==> src/rtl/issue_hazard_scoreboard_if.sv <==
// Decode-to-hazard-unit bundle: per-way decode info in, issue decision and
// per-operand forwarding selects out.
interface issue_hazard_scoreboard_if #(
    parameter int WAYS      = 3,
    parameter int FWD_DEPTH = 2
);
    localparam int AW = $clog2(FWD_DEPTH + 1);
    localparam int WW = (WAYS > 1) ? $clog2(WAYS) : 1;
    localparam int CW = $clog2(WAYS + 1);

    logic                      flush;
    logic                      hold;
    logic [WAYS-1:0]           id_valid;
    logic [WAYS-1:0][4:0]      id_rs1;
    logic [WAYS-1:0][4:0]      id_rs2;
    logic [WAYS-1:0][4:0]      id_dest;
    logic [WAYS-1:0]           id_wr;
    logic [WAYS-1:0]           id_rd_mem;

    logic [CW-1:0]             issue_count;
    logic [CW-1:0]             rollback;
    logic [WAYS-1:0][AW-1:0]   fwd_age_a;
    logic [WAYS-1:0][AW-1:0]   fwd_age_b;
    logic [WAYS-1:0][WW-1:0]   fwd_way_a;
    logic [WAYS-1:0][WW-1:0]   fwd_way_b;
    logic [31:0]               load_stall_cnt;

    modport master (
        output flush, hold, id_valid, id_rs1, id_rs2, id_dest, id_wr, id_rd_mem,
        input  issue_count, rollback, fwd_age_a, fwd_age_b, fwd_way_a, fwd_way_b,
               load_stall_cnt
    );

    modport slave (
        input  flush, hold, id_valid, id_rs1, id_rs2, id_dest, id_wr, id_rd_mem,
        output issue_count, rollback, fwd_age_a, fwd_age_b, fwd_way_a, fwd_way_b,
               load_stall_cnt
    );
endinterface

==> src/rtl/issue_hazard_scoreboard.sv <==
// N-way in-order issue hazard unit with a registered per-register scoreboard
// tracking age, producing way and load-ness of in-flight writes.
module issue_hazard_scoreboard #(
    parameter int WAYS      = 3,
    parameter int FWD_DEPTH = 2,
    parameter int LOAD_LAT  = 2
) (
    input  logic                     clock,
    input  logic                     reset,
    issue_hazard_scoreboard_if.slave bus
);
    localparam int AW = $clog2(FWD_DEPTH + 1);
    localparam int WW = (WAYS > 1) ? $clog2(WAYS) : 1;
    localparam int CW = $clog2(WAYS + 1);
    localparam logic [AW-1:0] DEPTH = AW'(FWD_DEPTH);
    localparam logic [AW-1:0] LLAT  = AW'(LOAD_LAT);

    // Entry 0 is never written, so it stays at age 0 and never hazards.
    logic [AW-1:0] age_q [32];
    logic [AW-1:0] age_d [32];
    logic [WW-1:0] way_q [32];
    logic [WW-1:0] way_d [32];
    logic [31:0]   load_q, load_d;
    logic [31:0]   stall_q, stall_d;

    logic [WAYS-1:0] hz, hz_ld;
    logic [CW-1:0]   first_hz, issue_cnt;
    logic            first_is_ld, found;
    logic [4:0]      r;

    always_comb begin : hazard_detect
        hz    = '0;
        hz_ld = '0;
        r     = '0;
        for (int unsigned i = 0; i < WAYS; i++) begin
            for (int unsigned op = 0; op < 2; op++) begin
                r = (op == 0) ? bus.id_rs1[i] : bus.id_rs2[i];
                if (bus.id_valid[i] && r != 5'd0) begin
                    if (age_q[r] != '0 && load_q[r] && age_q[r] < LLAT)
                        hz_ld[i] = 1'b1;
                    for (int unsigned j = 0; j < i; j++)
                        if (bus.id_valid[j] && bus.id_wr[j] && bus.id_dest[j] == r)
                            hz[i] = 1'b1;
                end
            end
            hz[i] = hz[i] | hz_ld[i];
        end

        first_hz    = CW'(WAYS);
        first_is_ld = 1'b0;
        found       = 1'b0;
        for (int unsigned i = 0; i < WAYS; i++) begin
            if (!found && hz[i]) begin
                found       = 1'b1;
                first_hz    = CW'(i);
                first_is_ld = hz_ld[i];
            end
        end

        issue_cnt = (reset || bus.flush || bus.hold) ? '0 : first_hz;
    end

    assign bus.issue_count    = issue_cnt;
    assign bus.rollback       = CW'(WAYS) - issue_cnt;
    assign bus.load_stall_cnt = stall_q;

    always_comb begin : fwd_select
        bus.fwd_age_a = '0;
        bus.fwd_age_b = '0;
        bus.fwd_way_a = '0;
        bus.fwd_way_b = '0;
        for (int unsigned i = 0; i < WAYS; i++) begin
            if (bus.id_rs1[i] != 5'd0 && age_q[bus.id_rs1[i]] != '0) begin
                bus.fwd_age_a[i] = age_q[bus.id_rs1[i]];
                bus.fwd_way_a[i] = way_q[bus.id_rs1[i]];
            end
            if (bus.id_rs2[i] != 5'd0 && age_q[bus.id_rs2[i]] != '0) begin
                bus.fwd_age_b[i] = age_q[bus.id_rs2[i]];
                bus.fwd_way_b[i] = way_q[bus.id_rs2[i]];
            end
        end
    end

    always_comb begin : next_state
        age_d   = age_q;
        way_d   = way_q;
        load_d  = load_q;
        stall_d = stall_q;
        if (bus.flush) begin
            for (int unsigned k = 0; k < 32; k++) begin
                age_d[k] = '0;
                way_d[k] = '0;
            end
            load_d = '0;
        end else if (!bus.hold) begin
            for (int unsigned k = 1; k < 32; k++)
                if (age_q[k] != '0)
                    age_d[k] = (age_q[k] == DEPTH) ? '0 : age_q[k] + AW'(1);
            // Ascending order lets the youngest issued writer win a WAW.
            for (int unsigned k = 0; k < WAYS; k++) begin
                if (CW'(k) < issue_cnt && bus.id_valid[k] && bus.id_wr[k] &&
                    bus.id_dest[k] != 5'd0) begin
                    age_d[bus.id_dest[k]]  = AW'(1);
                    way_d[bus.id_dest[k]]  = WW'(k);
                    load_d[bus.id_dest[k]] = bus.id_rd_mem[k];
                end
            end
            if (found && first_is_ld && stall_q != '1)
                stall_d = stall_q + 32'd1;
        end
    end

    always_ff @(posedge clock) begin
        if (reset) begin
            for (int unsigned k = 0; k < 32; k++) begin
                age_q[k] <= '0;
                way_q[k] <= '0;
            end
            load_q  <= '0;
            stall_q <= '0;
        end else begin
            age_q   <= age_d;
            way_q   <= way_d;
            load_q  <= load_d;
            stall_q <= stall_d;
        end
    end
endmodule

==> src/flat_wrapper.sv <==
// flat-port wrapper written by rule: the top's interface ports become plain ports
module issue_hazard_scoreboard_flat 
#(
    parameter int WAYS      = 3,
    parameter int FWD_DEPTH = 2,
    parameter int LOAD_LAT  = 2
)
  (clock, reset, bus_flush, bus_hold, bus_id_valid, bus_id_rs1, bus_id_rs2, bus_id_dest, bus_id_wr, bus_id_rd_mem, bus_issue_count, bus_rollback, bus_fwd_age_a, bus_fwd_age_b, bus_fwd_way_a, bus_fwd_way_b, bus_load_stall_cnt);
  issue_hazard_scoreboard_if #(.WAYS(WAYS), .FWD_DEPTH(FWD_DEPTH)) bus_i ();
  input  logic clock;
  input  logic reset;
  input wire logic [$bits(bus_i.flush)-1:0] bus_flush;
  input wire logic [$bits(bus_i.hold)-1:0] bus_hold;
  input wire logic [$bits(bus_i.id_valid)-1:0] bus_id_valid;
  input wire logic [$bits(bus_i.id_rs1)-1:0] bus_id_rs1;
  input wire logic [$bits(bus_i.id_rs2)-1:0] bus_id_rs2;
  input wire logic [$bits(bus_i.id_dest)-1:0] bus_id_dest;
  input wire logic [$bits(bus_i.id_wr)-1:0] bus_id_wr;
  input wire logic [$bits(bus_i.id_rd_mem)-1:0] bus_id_rd_mem;
  output wire logic [$bits(bus_i.issue_count)-1:0] bus_issue_count;
  output wire logic [$bits(bus_i.rollback)-1:0] bus_rollback;
  output wire logic [$bits(bus_i.fwd_age_a)-1:0] bus_fwd_age_a;
  output wire logic [$bits(bus_i.fwd_age_b)-1:0] bus_fwd_age_b;
  output wire logic [$bits(bus_i.fwd_way_a)-1:0] bus_fwd_way_a;
  output wire logic [$bits(bus_i.fwd_way_b)-1:0] bus_fwd_way_b;
  output wire logic [$bits(bus_i.load_stall_cnt)-1:0] bus_load_stall_cnt;
  assign bus_i.flush = bus_flush;
  assign bus_i.hold = bus_hold;
  assign bus_i.id_valid = bus_id_valid;
  assign bus_i.id_rs1 = bus_id_rs1;
  assign bus_i.id_rs2 = bus_id_rs2;
  assign bus_i.id_dest = bus_id_dest;
  assign bus_i.id_wr = bus_id_wr;
  assign bus_i.id_rd_mem = bus_id_rd_mem;
  assign bus_issue_count = bus_i.issue_count;
  assign bus_rollback = bus_i.rollback;
  assign bus_fwd_age_a = bus_i.fwd_age_a;
  assign bus_fwd_age_b = bus_i.fwd_age_b;
  assign bus_fwd_way_a = bus_i.fwd_way_a;
  assign bus_fwd_way_b = bus_i.fwd_way_b;
  assign bus_load_stall_cnt = bus_i.load_stall_cnt;
  issue_hazard_scoreboard #(.WAYS(WAYS), .FWD_DEPTH(FWD_DEPTH), .LOAD_LAT(LOAD_LAT)) u_core (.clock(clock), .reset(reset), .bus(bus_i));
endmodule
==> config.mk <==
export PLATFORM = sky130hd
export DESIGN_NAME = issue_hazard_scoreboard_flat
export DESIGN_NICKNAME = d
export VERILOG_FILES = /design/src/rtl/issue_hazard_scoreboard_if.sv /design/src/rtl/issue_hazard_scoreboard.sv /design/src/flat_wrapper.sv
export SDC_FILE = /design/constraint.sdc
export NUM_CORES = 1
export LEC_CHECK = 0
export CAP_MARGIN = 20
export CELL_PAD_IN_SITES_DETAIL_PLACEMENT = 0
export CELL_PAD_IN_SITES_GLOBAL_PLACEMENT = 2
export CORE_AREA = 3 3 227 229
export CTS_CLUSTER_DIAMETER = 60
export DETAILED_ROUTE_END_ITERATION = 6
export DIE_AREA = 0 0 230 232
export GPL_TIMING_DRIVEN = 1
export PLACE_DENSITY_LB_ADDON = 0.1
export SLEW_MARGIN = 20
export SYNTH_ARGS = -nofsm -noshare
export SYNTH_HDL_FRONTEND = slang
export SYNTH_SLANG_ARGS = --single-unit
==> constraint.sdc <==
create_clock -name clock -period 3.7 [get_ports clock]
set_input_delay 0.37 -clock clock [delete_from_list [all_inputs] [get_ports clock]]
set_output_delay 0.37 -clock clock [all_outputs]
set_load 0.02 [all_outputs]
After elaboration in Yosys (flattened, before gate mapping)
Cells that the tools add are included.

Register bits: 192. Word-level logic and storage cells: 553. Output and inout bits: 60.

Reductions and logical operators: 103. Order comparisons: 33. Add/sub/neg operators: 33. Bitwise operators: 29. Mux-type cells: 251. Equal/unequal tests: 38.

Operators with widths (count): $mux W64 (14); $mux W2 (167); $mux W32 (7); $and A32 B32 Y32 (5); $or A32 B32 Y32 (5); $not A32 Y32 (4); $bmux W2 S5 (12); $bwmux W32 (3); $reduce_bool A2 Y1 (37); $and A64 B64 Y64 (1); $not A64 Y64 (1); $add A2 B1 Y2 const B (31); $eq A2 B2 Y1 const B (31); $ge A6 B6 Y1 const B (9); $lt A5 B6 Y1 const B (9); $not A5 Y6 (9); $logic_and A1 B1 Y1 (51); $reduce_bool A5 Y1 (9); $mux W1 (36); $add A32 B1 Y32 const B (1); $ne A32 B32 Y1 const B (1); $bmux W1 S5 (6); $demux W2 S5 (3); $eq A5 B5 Y1 (6); other kinds (13) (29).

Depth between registers and ports, before layout
Gate-level depths: netlist (run 1).

Depth after elaboration: 32. Mapped depth: 16. Depth with buffers taken out: 10.

Worst setup path after synthesis (run 1)
Ideal clock, no wire load.

Kind: input port to output port. From: input port bus_id_rs2[5]. To: output port bus_issue_count[0]. Arrival time: 3.436 ns. Slack: -0.106 ns. Stages on the path: 11. Path through: buf_2 mux4_2 mux2_2 a221oi_1 a2111oi_1 and4_1 a21oi_2 clkbuf_1 nand2_1 o21ai_0 inv_1.

Longest elaborated chain between the ends: 16.

RTL lines: start: declaration (line flat_wrapper.sv:16) `input wire logic [$bits(bus_i.id_rs2)-1:0] bus_id_rs2;`; branches (longest 9 deep; another with $lt A2 B2 Y1); $or A1 B1 Y1 (*) (line issue_hazard_scoreboard.sv:46) `hz[i] = hz[i] | hz_ld[i];`; $logic_and A1 B1 Y1 (*) (line issue_hazard_scoreboard.sv:53) `if (!found && hz[i]) begin`; $mux W1 (line issue_hazard_scoreboard.sv:53); $logic_not A1 Y1 (line issue_hazard_scoreboard.sv:53); $logic_and A1 B1 Y1 (line issue_hazard_scoreboard.sv:53); $mux W2 (*) (line issue_hazard_scoreboard.sv:53); $mux W2 (*) (line issue_hazard_scoreboard.sv:60) `issue_cnt = (reset || bus.flush || bus.hold) ? '0 : first_hz;`; end: declaration (line flat_wrapper.sv:20) `output wire logic [$bits(bus_i.issue_count)-1:0] bus_issue_count;`.

Mark *: on every way between the ends. The select of a mux whose other input is x is not followed.

Worst setup path after layout (run 1)
From: register u_core.age_q[61] in the netlist's numbering. To: output port bus_issue_count[1].

Longest elaborated chain between the ends: 18.

RTL lines: start: declaration (line issue_hazard_scoreboard.sv:19) `logic [AW-1:0] age_q [32];`; start signal: assignment (line issue_hazard_scoreboard.sv:122) `age_q <= age_d;`; branches (longest 16 deep; another with $lt A2 B2 Y1); $mux W2 (*) (line issue_hazard_scoreboard.sv:53); $mux W2 (*) (line issue_hazard_scoreboard.sv:60).

Marks and branches as above.

==> out/results.ini, run 1 <==
[outcome]
status=completed

[floorplan]
core_area_mm2=0.0499
start_util_pct=35.6
num_rows=82
die-height_um=232
io_pins=118
dieArea_mm2=0.0534
die_x_um=230

[yosys]
synthMuxAreaShare_pct=39.3
synth-async-reset-ratio_pct=0
synth-main-ff-cell=dfxtp_1
synthCells=1830
synth-edff-count=0
syn_avg_cell_area_um2=9.70
synth_cell_types=76
synth_fa_ha_area_share_pct=0.0705
synth_top_family_by_area=multiplexers
yosys.area_share.xor_xnor_pct=2.47
seq_area_frac_synth_pct=21.6
synth_area_mm2=0.0178
yosys.area_share.simple_pct=19.8
ys_warn_count=0
ys_ff_latch=192
synth_nets=1889
synth_compound_area_share_pct=11.9

[critical_path]
crit_arrival_ns=3.32
reg2reg_depth=12
crit_required_ns=3.33
crit_type=reg -> out
end_kind=output pin
cp_max_fo=7
cp-start-kind=flop

[detailed_routing]
routedWlPerCell_um=31.6
drc=0
drtPass1Iterations=6
drt-total-wl_um=95000
viasPerCell=6.39
num_vias=19200
ant_nets=0
first_iter_violations=2438

[min_path]
min_path_cells=2
hold_class=reg -> reg

[sta]
post-route-period-util_pct=99.6
hold_viol_final=0
maxSlewViolCount=0
slew_headroom_pct=27.9
layout_min_cycle_time_ns=3.69
worstMarginPinSlew_ns=1.08
timing.hold.ws_ns=0.508
finalSetupViolCount=0
tns_ns=0
fmax_ghz=0.271
finClkSkew_ns=0.0140

[cts]
clockBufferDepth=2
clk_pin_slew_ns=0.08
cts_buffers=17
ctsRootBufferMaster=clkbuf_16
h-tree-depth=4
cts.sinks=192
cts_tree=built
clock_latency_ns=0.51

[placement]
gp_congestion=1.01
numPortBuffers=117
place_hpwl_um=75900
placed_cells=2971

[cells_and_area]
nFillCells=4752
area_growth_pct=37.5
finish.utilization_pct=49.0
final_cells=3006
drive_gt1_share_pct=40.8
antenna_cells=0
mostFrequentLayoutCell=buf_4
nets=2380
layout_common_cells=buf_4 (483), mux4_2 (243), nand2_1 (157)

[power_and_ir_drop]
p_switching_mw=1.86
p_int_mw=3.59
power_frac_clock_pct=36.7
pwr-share-seq_pct=38.4
swShare_pct=34.2
p_total_mw=5.45
max-vdd-ir-drop_v=0.000345
p_comb_share_pct=24.8
leakage_nw=9.39
power_density_mw_per_mm2=223

[global_routing]
grt_pass1_wl_um=136000
grt_pass1_vias=18700
grt_use_total_pct=35.3
grt_overflow=0
antenna_found_initial=2
grt_max_degree=77

[run]
maxCapViolations=0

critical path, stage by stage, from the launching register on:
cell	delay (ns)
dfxtp_1	0.45
buf_4	0.20
mux2i_1	0.14
a22oi_1	0.10
and3_1	0.18
a31oi_1	0.28
nor4bb_2	0.69
a21oi_4	0.19
and3_4	0.26
dlygate4sd2_1	0.33
sequential cells by signal (all words and copies together) (netlist names):
signal                     cells
u_core.load_q                 32
u_core.way_q                  64
u_core.age_q                  64
u_core.bus.load_stall_cnt     32
worst paths after layout:
check,from,to,slack (ns)
max,u_core.age_q[61],bus_issue_count[1],0.01
min,u_core.bus.load_stall_cnt[1],u_core.bus.load_stall_cnt[1],0.51
min reg2reg,u_core.bus.load_stall_cnt[1],u_core.bus.load_stall_cnt[1],0.51
max reg2reg,u_core.age_q[61],u_core.age_q[1],0.03
layer usage:
| metal | vias up | track usage (%) | wire (µm) |
|---|---|---|---|
| met1 | 9599 | 48.1 | 38600 |
| li1 | 8212 | - | - |
| met4 | 2 | 12.7 | 3740 |
| met2 | 1227 | 53.1 | 41300 |
| met5 | - | 0 | 13 |
| met3 | 170 | 10.8 | 11300 |
cell type report:
type                            instances  area (µm²)  area share, %
Multi-Input combinational cell       1440       13300           54.5
Clock buffer                           17         425           1.74
Inverter                               23        86.3          0.354
Sequential cell                       192        3920           16.0
Clock inverter                         15         184          0.753
Timing Repair Buffer                  647        5650           23.1
Tap cell                              672         841           3.44
power by group through the flow:
stage               Sequential (mW)  Combinational (mW)  Clock [mW]
global route                   2.10                1.41        2.12
detailed placement             2.15                1.31           0
CTS                            2.10                1.33        2.04
finish                         2.10                1.35        2.00
floorplan                      2.14               0.652           0
global placement               2.15                1.30           0
metrics by stage:
stage               cell area (µm²)  setup slack, ns
detailed placement            23500           -0.620
CTS                           24300         -0.00987
global placement              23500           -0.774
floorplan                     17800            0.110
finish                        24400           0.0140
global route                  24400         -0.00294
Yosys cell counts (10+ instances only):
master / n / area (µm²)
o211ai_1: 12 / 90.1
or3_1: 11 / 68.8
nand2_1: 158 / 593
nor3_1: 34 / 170
mux4_2: 243 / 5470
dfxtp_1: 192 / 3840
and2_1: 23 / 144
buf_2: 43 / 215
and3_1: 38 / 238
o21ai_0: 37 / 185
buf_1: 17 / 63.8
or4_1: 10 / 75.1
a31oi_1: 47 / 294
nand4_1: 59 / 369
inv_1: 22 / 82.6
o221ai_1: 27 / 236
nand2b_1: 28 / 175
a21oi_1: 83 / 415
nor2_1: 118 / 443
clkbuf_1: 107 / 402
xor2_1: 33 / 289
a22oi_1: 18 / 135
nand3_1: 117 / 586
a211oi_1: 10 / 75.1
nor2b_1: 31 / 194
mux2_2: 34 / 383
mux2i_1: 110 / 1100
xnor2_1: 17 / 149
nor3b_1: 20 / 150
what timing repair did:
| item | CTS | global route |
|---|---|---|
| hold buffers | 0 | 0 |
| cloned | 0 | 0 |
| endpoints found under the setup margin | 133 | 64 |
| gates resized for setup | 66 | 52 |
| pin swaps | 3 | 7 |
| setup buffers | 3 | 0 |
cell families (layout without fill, tap and decap cells):
group	Yosys count	after routing
compound gates	314	314
xor+xnor	50	50
fa+ha+maj	1	1
buf+inv	198	702
flops	192	192
mux	389	389
simple gates	686	686
No activity file was read; power rests on OpenSTA's default activity.
==> run 2: changes to the inputs <==
- CTS_CLUSTER_SIZE: default -> 16
==> results of run 2 <==
Final layout, timing and power as in run 1 (identical DEF).
==> run 3: changes to the inputs <==
- CAP_MARGIN: 20 -> 5
- CTS_CLUSTER_SIZE: 16 -> 12
==> results of run 3 <==
Final layout, timing and power as in run 1 (identical DEF).
